$ cat src/rtl/alu_pkg.sv
// Shared definitions for the ALU share arbiter: ALU control codes,
// datapath widths and the arbiter FSM state encoding.
package alu_pkg;

    localparam int ALU_W       = 32;
    localparam int ALU_SHAMT_W = 6;

    localparam logic [3:0] ALU_ADD = 4'b0010;
    localparam logic [3:0] ALU_SUB = 4'b0110;
    localparam logic [3:0] ALU_AND = 4'b0000;
    localparam logic [3:0] ALU_OR  = 4'b0001;
    localparam logic [3:0] ALU_SLT = 4'b0111;
    localparam logic [3:0] ALU_SLL = 4'b1111;

    typedef enum logic [1:0] {
        ST_IDLE = 2'd0,
        ST_EXEC = 2'd1,
        ST_RESP = 2'd2
    } state_e;

endpackage

$ cat src/rtl/alu_share_arbiter_alu.sv
// ALU datapath: ADD/SUB/AND/OR/SLT/SLL, unlisted codes give zero.
// Ports: a_i, b_i operands; shamt_i shift amount; alu_con_i control;
//        s_o result; zero_o set when the result is zero.
module alu_share_arbiter_alu
    import alu_pkg::*;
(
    input  logic [ALU_W-1:0]       a_i,
    input  logic [ALU_W-1:0]       b_i,
    input  logic [ALU_SHAMT_W-1:0] shamt_i,
    input  logic [3:0]             alu_con_i,
    output logic [ALU_W-1:0]       s_o,
    output logic                   zero_o
);

    localparam logic [ALU_W-2:0] PAD = '0;

    always_comb begin
        s_o = '0;
        unique case (alu_con_i)
            ALU_ADD: s_o = a_i + b_i;
            ALU_SUB: s_o = a_i - b_i;
            // AND/OR act on operand truth values, not bitwise.
            ALU_AND: s_o = {PAD, (|a_i) && (|b_i)};
            ALU_OR:  s_o = {PAD, (|a_i) || (|b_i)};
            ALU_SLT: s_o = {PAD, a_i < b_i};
            ALU_SLL: s_o = b_i << shamt_i;
            default: s_o = '0;
        endcase
    end

    assign zero_o = (s_o == '0);

endmodule

$ cat src/rtl/alu_share_arbiter.sv
// Arbitrates two requesters onto one ALU; one operation in flight.
// Ports: clk, rst (async high); reqN_* request channels; rspN_* responses.
module alu_share_arbiter
    import alu_pkg::*;
#(
    parameter int FAIR    = 1,
    parameter int DATA_W  = 32,
    parameter int SHAMT_W = 6
) (
    input  logic               clk,
    input  logic               rst,
    input  logic               req0_valid,
    output logic               req0_ready,
    input  logic [DATA_W-1:0]  req0_a,
    input  logic [DATA_W-1:0]  req0_b,
    input  logic [SHAMT_W-1:0] req0_shamt,
    input  logic [3:0]         req0_alu_con,
    input  logic               req1_valid,
    output logic               req1_ready,
    input  logic [DATA_W-1:0]  req1_a,
    input  logic [DATA_W-1:0]  req1_b,
    input  logic [SHAMT_W-1:0] req1_shamt,
    input  logic [3:0]         req1_alu_con,
    output logic               rsp0_valid,
    input  logic               rsp0_ready,
    output logic [DATA_W-1:0]  rsp0_s,
    output logic               rsp0_zero,
    output logic               rsp1_valid,
    input  logic               rsp1_ready,
    output logic [DATA_W-1:0]  rsp1_s,
    output logic               rsp1_zero
);

    state_e             state_q, state_d;
    logic               last_grant_q;
    logic               gid_q;
    logic [DATA_W-1:0]  a_q, b_q;
    logic [SHAMT_W-1:0] shamt_q;
    logic [3:0]         con_q;
    logic               rsp0_valid_q, rsp1_valid_q;
    logic [DATA_W-1:0]  rsp0_s_q, rsp1_s_q;
    logic               rsp0_zero_q, rsp1_zero_q;

    logic               gnt;
    logic               accept, exec, done;
    logic [DATA_W-1:0]  alu_s;
    logic               alu_zero;

    // gnt: 1 selects port 1. On a tie, round-robin avoids last winner.
    always_comb begin
        gnt = req1_valid;
        if (req0_valid && req1_valid) begin
            gnt = (FAIR != 0) ? ~last_grant_q : 1'b0;
        end
    end

    always_ff @(posedge clk or posedge rst) begin
        if (rst) state_q <= ST_IDLE;
        else     state_q <= state_d;
    end

    always_comb begin
        state_d    = state_q;
        req0_ready = 1'b0;
        req1_ready = 1'b0;
        accept     = 1'b0;
        exec       = 1'b0;
        done       = 1'b0;
        unique case (state_q)
            ST_IDLE: begin
                if (req0_valid || req1_valid) begin
                    req0_ready = ~gnt;
                    req1_ready = gnt;
                    accept     = 1'b1;
                    state_d    = ST_EXEC;
                end
            end
            ST_EXEC: begin
                exec    = 1'b1;
                state_d = ST_RESP;
            end
            ST_RESP: begin
                if (gid_q ? rsp1_ready : rsp0_ready) begin
                    done    = 1'b1;
                    state_d = ST_IDLE;
                end
            end
            default: state_d = ST_IDLE;
        endcase
    end

    always_ff @(posedge clk or posedge rst) begin
        if (rst) begin
            last_grant_q <= 1'b1;
            gid_q        <= 1'b0;
            a_q          <= '0;
            b_q          <= '0;
            shamt_q      <= '0;
            con_q        <= '0;
            rsp0_valid_q <= 1'b0;
            rsp1_valid_q <= 1'b0;
            rsp0_s_q     <= '0;
            rsp1_s_q     <= '0;
            rsp0_zero_q  <= 1'b0;
            rsp1_zero_q  <= 1'b0;
        end else begin
            if (accept) begin
                gid_q   <= gnt;
                a_q     <= gnt ? req1_a       : req0_a;
                b_q     <= gnt ? req1_b       : req0_b;
                shamt_q <= gnt ? req1_shamt   : req0_shamt;
                con_q   <= gnt ? req1_alu_con : req0_alu_con;
            end
            if (exec) begin
                if (gid_q) begin
                    rsp1_s_q     <= alu_s;
                    rsp1_zero_q  <= alu_zero;
                    rsp1_valid_q <= 1'b1;
                end else begin
                    rsp0_s_q     <= alu_s;
                    rsp0_zero_q  <= alu_zero;
                    rsp0_valid_q <= 1'b1;
                end
            end
            if (done) begin
                rsp0_valid_q <= 1'b0;
                rsp1_valid_q <= 1'b0;
                last_grant_q <= gid_q;
            end
        end
    end

    alu_share_arbiter_alu u_alu (
        .a_i       (a_q),
        .b_i       (b_q),
        .shamt_i   (shamt_q),
        .alu_con_i (con_q),
        .s_o       (alu_s),
        .zero_o    (alu_zero)
    );

    assign rsp0_valid = rsp0_valid_q;
    assign rsp1_valid = rsp1_valid_q;
    assign rsp0_s     = rsp0_s_q;
    assign rsp1_s     = rsp1_s_q;
    assign rsp0_zero  = rsp0_zero_q;
    assign rsp1_zero  = rsp1_zero_q;

endmodule

$ cat config.mk
export PLATFORM = sky130hd
export DESIGN_NAME = alu_share_arbiter
export DESIGN_NICKNAME = d
export VERILOG_FILES = /design/src/rtl/alu_pkg.sv /design/src/rtl/alu_share_arbiter_alu.sv /design/src/rtl/alu_share_arbiter.sv
export SDC_FILE = /design/constraint.sdc
export NUM_CORES = 1
export LEC_CHECK = 0
export BUFFER_PORTS_ARGS = -buffer_cell sky130_fd_sc_hd__buf_4
export CORE_MARGIN = 8
export CORE_UTILIZATION = 26
export DETAILED_ROUTE_END_ITERATION = 8
export SETUP_SLACK_MARGIN = 0.1
export SLEW_MARGIN = 20
export SYNTH_ARGS = -nofsm -noshare
export SYNTH_HDL_FRONTEND = slang
export SYNTH_SLANG_ARGS = --single-unit
export TNS_END_PERCENT = 100
$ cat constraint.sdc
create_clock -name clk -period 5.3 [get_ports clk]
set_input_delay 1.325 -clock clk [delete_from_list [all_inputs] [get_ports clk]]
set_output_delay 1.325 -clock clk [all_outputs]
set_load 0.1 [all_outputs]
==> flow_summary.toml, run 1 <==
[die]
die_x_um = 236
die_area_mm2 = 0.0555
die_h_um = 236
core-area_mm2 = 0.0476
initial_core_util = 0.263
ios = 224
fp-row-count = 80

[worst_setup_path]
cp_max_fo = 8
crit_family = "compound AO/OA/AOI/OAI gates"
crit_chain = "ha_1, fa_1, nor2b_1, o311ai_1, a21oi_1, nor4_1, o211ai_1, nand2_1, mux2_2, a22oi_1, nand4_1, o21ai_1"
arrival_ps = 5100
cp-end-kind = "flop"
worstPathRequired_ps = 5680
crit_path_max_incr_delay_ps = 930
path_class = "reg -> reg"
worst_path_max_delay_cell = "nor4_1"
path_buf_inv = 0
cp-start-kind = "flop"

[clock_tree]
holdBufCountCts = 0
cts_root_buffer = "clkbuf_16"
cts_tree = "yes"
numCtsBuffers = 17
cts-resized-gates = 0
clock_latency_ps = 460
clock-sinks = 146
cts-htree-levels = 4
clk_pin_slew_worst_paths_ps = 60
postCtsSetupRepairBufs = 0
clockBufferDepth = 2

[run_status]
status = "completed"

[sta]
finalClockSkew_ps = 13.8
min_period_ps = 4720
drv_slew = 0
tightest_slew_ps = 1110
max_slew_margin = 0.262
finalSetupViolations = 0
rsz0062_at_grt = "no"
fmax_mhz = 212
whs_ps = 479
tns_ps = 0
fin_crit_sh = 0.890
finalHoldViolCount = 0

[placed_design]
gp_congestion = 0.959
place_hpwl_um = 45800
port_buffers = 223

[synthesis]
yosysSeqAreaShare = 0.291
yosysTopAreaCell = "dfrtp_1"
syn_area_mm2 = 0.0125
ys.flop_type = "dfrtp_1"
yosysWarnings = 0
synth_top_area_share = 0.289
ys_ff_latch = 146
synth-edff-count = 0
avgSynthCellArea_um2 = 8.12
synthTopCellsByArea = "dfrtp_1, nand2_1, o21ai_0"
synthCells = 1544
synth_cell_types = 92
synthesis.nets = 1763
async_flop_share = 1.00

[global_route]
grt_antenna_before_repair = 1
grt_use_total = 0.201
grt_pass1_vias = 13200
grt-ovfl-total = 0
grt_max_degree = 81
grt_pass1_wl_um = 85900

[job]
maxCapViolCount = 0

[finish]
num-nets-final = 1940
finish.utilization = 0.325
drive_gt1_frac = 0.212
final_cell_mix = "buf_4, nand2_1, o21ai_0"
fillCellCount = 5063
syn2layout_area_growth_pct = 23.6
final_common_cell = "buf_4"

[drt]
wl_per_cell_um = 24.3
drc_errors = 0
vias = 13200
wl_um = 57100
via_per_inst = 5.63
drtPass1Iterations = 6
ant_nets = 0
initialDrtViolationCount = 1444

[min_path]
min_path_type = "reg -> reg"
[metal layers]
layer	track usage	share of wire	wire, um	vias to the layer above
met3	0.0424	0.081	4650	82
li1	-	-	-	6089
met1	0.281	0.46	26200	6373
met5	0	0	0	-
met4	0.0731	0.033	1910	0
met2	0.299	0.43	24300	666
[registers in the layout (all words and copies together) (netlist names)]
signal	cells
rsp1_zero	1
last_grant_q	1
rsp0_valid	1
con_q	4
b_q	32
state_q	2
rsp1_valid	1
rsp1_s	32
rsp0_zero	1
a_q	32
shamt_q	6
rsp0_s	32
gid_q	1
[cell usage after synthesis (8+ instances only)]
cell type,n
inv_1,74
o21ai_0,166
a22oi_1,61
mux2_2,12
nand4_1,27
a2111oi_0,8
nor3_1,26
xnor2_1,12
nor2_1,101
dfrtp_1,145
nand3_1,30
mux4_2,29
nand2b_1,15
or3_1,10
o22ai_1,16
o211ai_1,21
o31ai_1,14
a31oi_1,17
a21oi_1,91
clkbuf_1,88
nor2b_1,17
nor4_1,22
nand2_1,222
a211oi_1,17
ha_1,63
buf_2,9
mux2i_1,69
[worst paths after layout]
path / from / endpoint / slack (ps) / cells after the start
worst max-delay path: b_q[0]$_DFFE_PP0P_ / rsp1_zero$_DFFE_PP0P_ / 580 / 12
worst min-delay path: rsp1_s[27]$_DFFE_PP0P_ / rsp1_s[27]$_DFFE_PP0P_ / 480 / 2
worst max register to register: b_q[0]$_DFFE_PP0P_ / rsp1_zero$_DFFE_PP0P_ / 580 / 12
worst min register to register: rsp1_s[27]$_DFFE_PP0P_ / rsp1_s[27]$_DFFE_PP0P_ / 480 / 2
max in group asynchronous: rst / rsp1_s[28]$_DFFE_PP0P_ / 3550 / 3
min in group asynchronous: rst / rsp0_s[8]$_DFFE_PP0P_ / 750 / 2
[cell families (layout without fill, tap and decap cells)]
family                     Yosys count  after routing  share of synthesized area
AOI/OAI and AO/OA                  510            510                      0.263
xor gates and xnor gates            13             13                    0.00908
adders and majority gates           66             66                     0.0668
buffers and inverters              183            371                     0.0578
DFF                                146            146                      0.291
muxes                              110            110                      0.118
other                                0              1                          0
and+or+nand+nor                    516            516                      0.194
[through the flow]
step           instances  area, um2  setup WS (ps)
2_1_floorplan       1544      12500            806
3_3_place_gp        2317      14900            771
4_1_cts             2347      15500            685
6_report            2348      15500            581
3_5_place_dp        2317      14900            745
5_1_grt             2347      15500            390
[worst min-delay path, cell delays in order (launching register included)]
cell and delay [ps]:
dfrtp_1 340, nand2_1 50, o21ai_0 60
[area by class of cell]
class	count	area (um2)	area share
diodes	1	2.50	0.000161
clock buffers	18	429	0.0277
clock inverters	12	134	0.00864
inverters	75	285	0.0184
multi-input cells	1215	8210	0.530
flip-flops and latches	146	3660	0.236
well taps	615	769	0.0497
repair buffers	266	2010	0.130
Power of run 1 is left out: the tool's default activity adds up to more than one toggle a clock period on the data nets, which glitch-free logic cannot reach.
==> inputs of run 2 (changes only) <==
--- a/config.mk
+++ b/config.mk
@@ -5,7 +5,7 @@
 export SDC_FILE = /design/constraint.sdc
 export NUM_CORES = 1
 export LEC_CHECK = 0
-export BUFFER_PORTS_ARGS = -buffer_cell sky130_fd_sc_hd__buf_4
+export BUFFER_PORTS_ARGS = -buffer_cell sky130_fd_sc_hd__clkbuf_2
 export CORE_MARGIN = 8
 export CORE_UTILIZATION = 26
 export DETAILED_ROUTE_END_ITERATION = 8
==> constraint.sdc (replaced) <==
create_clock -name clk -period 5.3 [get_ports clk]
set_input_delay 0.795 -clock clk [delete_from_list [all_inputs] [get_ports clk]]
set_output_delay 0.795 -clock clk [all_outputs]
set_load 0.1 [all_outputs]
==> flow_summary.toml, run 2 (synthesis results as in run 1) <==
[run_status]
status = "completed"

[sta]
fin_crit_sh = 0.841
finalHoldViolCount = 0
max_slew_margin = 0.261
tightest_slew_ps = 1100
tns_ps = 0
finalSetupViolations = 0
finalClockSkew_ps = 8.57
fmax_mhz = 224
min_period_ps = 4460
drv_slew = 0
rsz0062_at_grt = "no"
worst_slack_ps = 841
whs_ps = 441

[worst_setup_path]
cp_max_fo = 11
cp-end-kind = "flop"
crit_chain = "inv_1, ha_1, o211ai_1, o21ai_0, a211oi_1, a221oi_1, a41oi_1, a21o_1, mux2_2, a22oi_1, nand4_1, o21ai_1"
worst_path_max_delay_cell = "o21ai_0"
reg2reg_to = "rsp1_zero$_DFFE_PP0P_"
crit_path_max_incr_delay_ps = 840
cp-start-kind = "flop"
r2r-start = "b_q[5]$_DFFE_PP0P_"
path_class = "reg -> reg"
path_buf_inv = 1
worstPathRequired_ps = 5680
ff2ff_path_depth = 12
arrival_ps = 4840
crit_family = "compound AO/OA/AOI/OAI gates"
reg2reg_slack_ps = 840

[clock_tree]
cts-resized-gates = 0
cts_root_buffer = "clkbuf_16"
holdBufCountCts = 0
numCtsBuffers = 17
clock_latency_ps = 460
cts_tree = "yes"
clock-sinks = 146
clockBufferDepth = 2
postCtsSetupRepairBufs = 0
clk_pin_slew_worst_paths_ps = 70
cts-htree-levels = 4

[die]
core-area_mm2 = 0.0476
die_h_um = 236
fp-row-count = 80
ios = 224
die_x_um = 236
die_area_mm2 = 0.0555
initial_core_util = 0.263

[drt]
vias = 13200
drc_errors = 0
wl_per_cell_um = 24.0
via_per_inst = 5.65
ant_nets = 0
wl_um = 56200
initialDrtViolationCount = 1268
drtPass1Iterations = 7

[placed_design]
port_buffers = 223
place_ws_ps = 951
place_area_mm2 = 0.0143
place_hpwl_um = 45500
gp_congestion = 0.992

[finish]
regArea_mm2 = 0.00366
syn2layout_area_growth_pct = 19.3
diodes = 0
num-nets-final = 1934
final_common_cell = "clkbuf_2"
final_cell_area_mm2 = 0.0150
final_cell_mix = "clkbuf_2, nand2_1, o21ai_0"
multiInputGateArea_mm2 = 0.00822
drive_gt1_frac = 0.211
fillCellCount = 5107

[min_path]
min_path_type = "in -> async"

[global_route]
grt_pass1_wl_um = 84700
grt_pass1_vias = 13200
grt_max_degree = 87
grt_use_total = 0.197
grt-ovfl-total = 0
grt_antenna_before_repair = 2

[job]
maxCapViolCount = 0
## run 2: how the worst max path moves through the flow
stage | start | cells past startpoint | slack [ps] | endpoint
5_1_grt | b_q[5]$_DFFE_PP0P_ | 12 | 560 | rsp1_zero$_DFFE_PP0P_
6_report | b_q[5]$_DFFE_PP0P_ | 12 | 840 | rsp1_zero$_DFFE_PP0P_
4_1_cts | b_q[5]$_DFFE_PP0P_ | 12 | 930 | rsp1_zero$_DFFE_PP0P_
2_1_floorplan | rst | 1 | 580 | a_q[0]$_DFFE_PP0P_
3_3_place_gp | b_q[6]$_DFFE_PP0P_ | 12 | -120 | rsp0_zero$_DFFE_PP0P_
3_5_place_dp | b_q[5]$_DFFE_PP0P_ | 12 | 950 | rsp1_zero$_DFFE_PP0P_
## run 2: per-layer routing
| metal | up-vias | GRT usage | wire (um) |
|---|---|---|---|
| met1 | 6419 | 0.280 | 25900 |
| met5 | - | 0 | 27 |
| li1 | 6083 | - | - |
| met2 | 641 | 0.293 | 24100 |
| met4 | 4 | 0.0609 | 1520 |
| met3 | 89 | 0.0452 | 4600 |
## run 2: area by class of cell
class | count | share of cell area
clock buffers | 19 | 0.0296
clock inverters | 13 | 0.0133
inverters | 75 | 0.0191
multi-input cells | 1215 | 0.549
flip-flops and latches | 146 | 0.244
well taps | 615 | 0.0514
repair buffers | 260 | 0.0930
## run 2: through the flow
stage,cells,utilization
floorplan,1544,-
global placement,2310,0.300
detailed placement,2311,0.301
CTS,2343,0.314
global route,2343,0.314
finish,2343,0.314
## run 2: worst reg2reg max path: cells and delay by family (launching register included)
family	cells	cell delay (ps)
simple gates	1	170
buf+inv	1	90
compound gates	8	2830
mux	1	260
flops	1	470
fa+ha+maj	1	540
Power of run 2 is left out for the same reason.
==> inputs of run 3 (changes only) <==
==> constraint.sdc (replaced) <==
create_clock -name clk -period 4.4 [get_ports clk]
set_input_delay 0.66 -clock clk [delete_from_list [all_inputs] [get_ports clk]]
set_output_delay 0.66 -clock clk [all_outputs]
set_load 0.1 [all_outputs]
==> flow_summary.toml, run 3 (synthesis results as in run 1) <==
[run_status]
status = "completed"

[worst_setup_path]
reg2reg_slack_ps = 370
cp_max_fo = 7
worstPathRequired_ps = 4790
r2r-start = "a_q[13]$_DFFE_PP0P_"
ff2ff_path_depth = 12
cp-start-kind = "flop"
reg2reg_to = "rsp0_zero$_DFFE_PP0P_"
crit_start = "a_q[13]$_DFFE_PP0P_"
cp-endpoint = "rsp0_zero$_DFFE_PP0P_"
path_class = "reg -> reg"
cp-end-kind = "flop"
arrival_ps = 4420

[global_route]
grt_max_degree = 81
grt-ovfl-total = 0
grt_antenna_before_repair = 0
grt_pass1_wl_um = 86400
grt_pass1_vias = 13400
grt_use_total = 0.201

[drt]
drtPass1Iterations = 6
wl_per_cell_um = 23.8
ant_nets = 0
wl_um = 57000
vias = 13600
drc_errors = 0
via_per_inst = 5.66
initialDrtViolationCount = 1541

[finish]
final_common_cell = "clkbuf_2"
diodes = 0
fillCellCount = 5061
regArea_mm2 = 0.00366
drive_gt1_frac = 0.238
num-nets-final = 1986
multiInputGateArea_mm2 = 0.00822
syn2layout_area_growth_pct = 22.7
final_cell_area_mm2 = 0.0154
final_cell_mix = "clkbuf_2, nand2_1, o21ai_0"

[die]
die_area_mm2 = 0.0555
die_h_um = 236
fp-row-count = 80
die_x_um = 236
ios = 224
core-area_mm2 = 0.0476
initial_core_util = 0.263

[clock_tree]
numCtsBuffers = 17
clockBufferDepth = 2
cts_root_buffer = "clkbuf_16"
clock-sinks = 146
clk_pin_slew_worst_paths_ps = 70
cts_tree = "yes"
clock_latency_ps = 470
cts-htree-levels = 4
holdBufCountCts = 0
postCtsSetupRepairBufs = 0

[placed_design]
port_buffers = 223
gp_congestion = 0.955
place_hpwl_um = 46100
place_ws_ps = 254
place_area_mm2 = 0.0147

[sta]
fmax_mhz = 248
worst_slack_ps = 372
finalSetupViolations = 0
finalClockSkew_ps = 15.2
finalHoldViolCount = 0
drv_slew = 0
max_slew_margin = 0.256
tns_ps = 0
rsz0062_at_grt = "no"
tightest_slew_ps = 1110
min_period_ps = 4030
fin_crit_sh = 0.915

[job]
maxCapViolCount = 0

[min_path]
min_path_type = "in -> async"
==> run 3: worst min path at each step <==
stage / start / endpoint / slack [ps] / cells after the start
6_report: rst / rsp0_s[8]$_DFFE_PP0P_ / 120 / 2
5_1_grt: rst / rsp0_s[8]$_DFFE_PP0P_ / 120 / 2
4_1_cts: rst / rsp1_s[3]$_DFFE_PP0P_ / 90 / 2
3_5_place_dp: rsp1_s[14]$_DFFE_PP0P_ / rsp1_s[14]$_DFFE_PP0P_ / 470 / 2
3_3_place_gp: rsp0_s[13]$_DFFE_PP0P_ / rsp0_s[13]$_DFFE_PP0P_ / 460 / 2
2_1_floorplan: a_q[22]$_DFFE_PP0P_ / a_q[22]$_DFFE_PP0P_ / 500 / 2
==> run 3: metrics by stage <==
| step | hold WS [ps] | cells | utilization |
|---|---|---|---|
| after floorplan | 505 | 1544 | - |
| after global placement | 460 | 2363 | 0.309 |
| after detailed placement | 469 | 2363 | 0.309 |
| after CTS | 93.0 | 2395 | 0.323 |
| after global routing | 118 | 2395 | 0.323 |
| final | 118 | 2395 | 0.323 |
==> run 3: metal layers <==
layer / up-vias / wire length (um) / global-route usage
met4: 0 / 1840 / 0.0722
met1: 6581 / 26500 / 0.289
met3: 89 / 4460 / 0.0426
met2: 704 / 24200 / 0.293
li1: 6191 / - / -
met5: - / 0 / 0
==> run 3: worst max-delay path, cell delays in order (launching register included) <==
cell      delay [ps]
dfrtp_1          500
ha_1             470
nor4_1           530
nand4_1          150
a21oi_1          410
nor4_1           140
buf_4            180
o41ai_1          470
o221ai_1         200
nor2_1           220
nor4bb_1         340
nand4_1          160
o21ai_1          160
==> run 3: area by class of cell <==
type / instances / share of cell area
Multi-Input combinational cell: 1215 / 0.534
Sequential cell: 146 / 0.238
Timing Repair Buffer: 312 / 0.117
Tap cell: 615 / 0.0500
Clock buffer: 19 / 0.0294
Inverter: 75 / 0.0185
Clock inverter: 13 / 0.0129
==> run 3: repair_timing <==
action | 4_1_cts | 5_1_grt
resized for setup | 0 | 9
endpoints found under the hold margin | 0 | 0
setup endpoints to repair | 0 | 4
Power of run 3 is left out for the same reason.
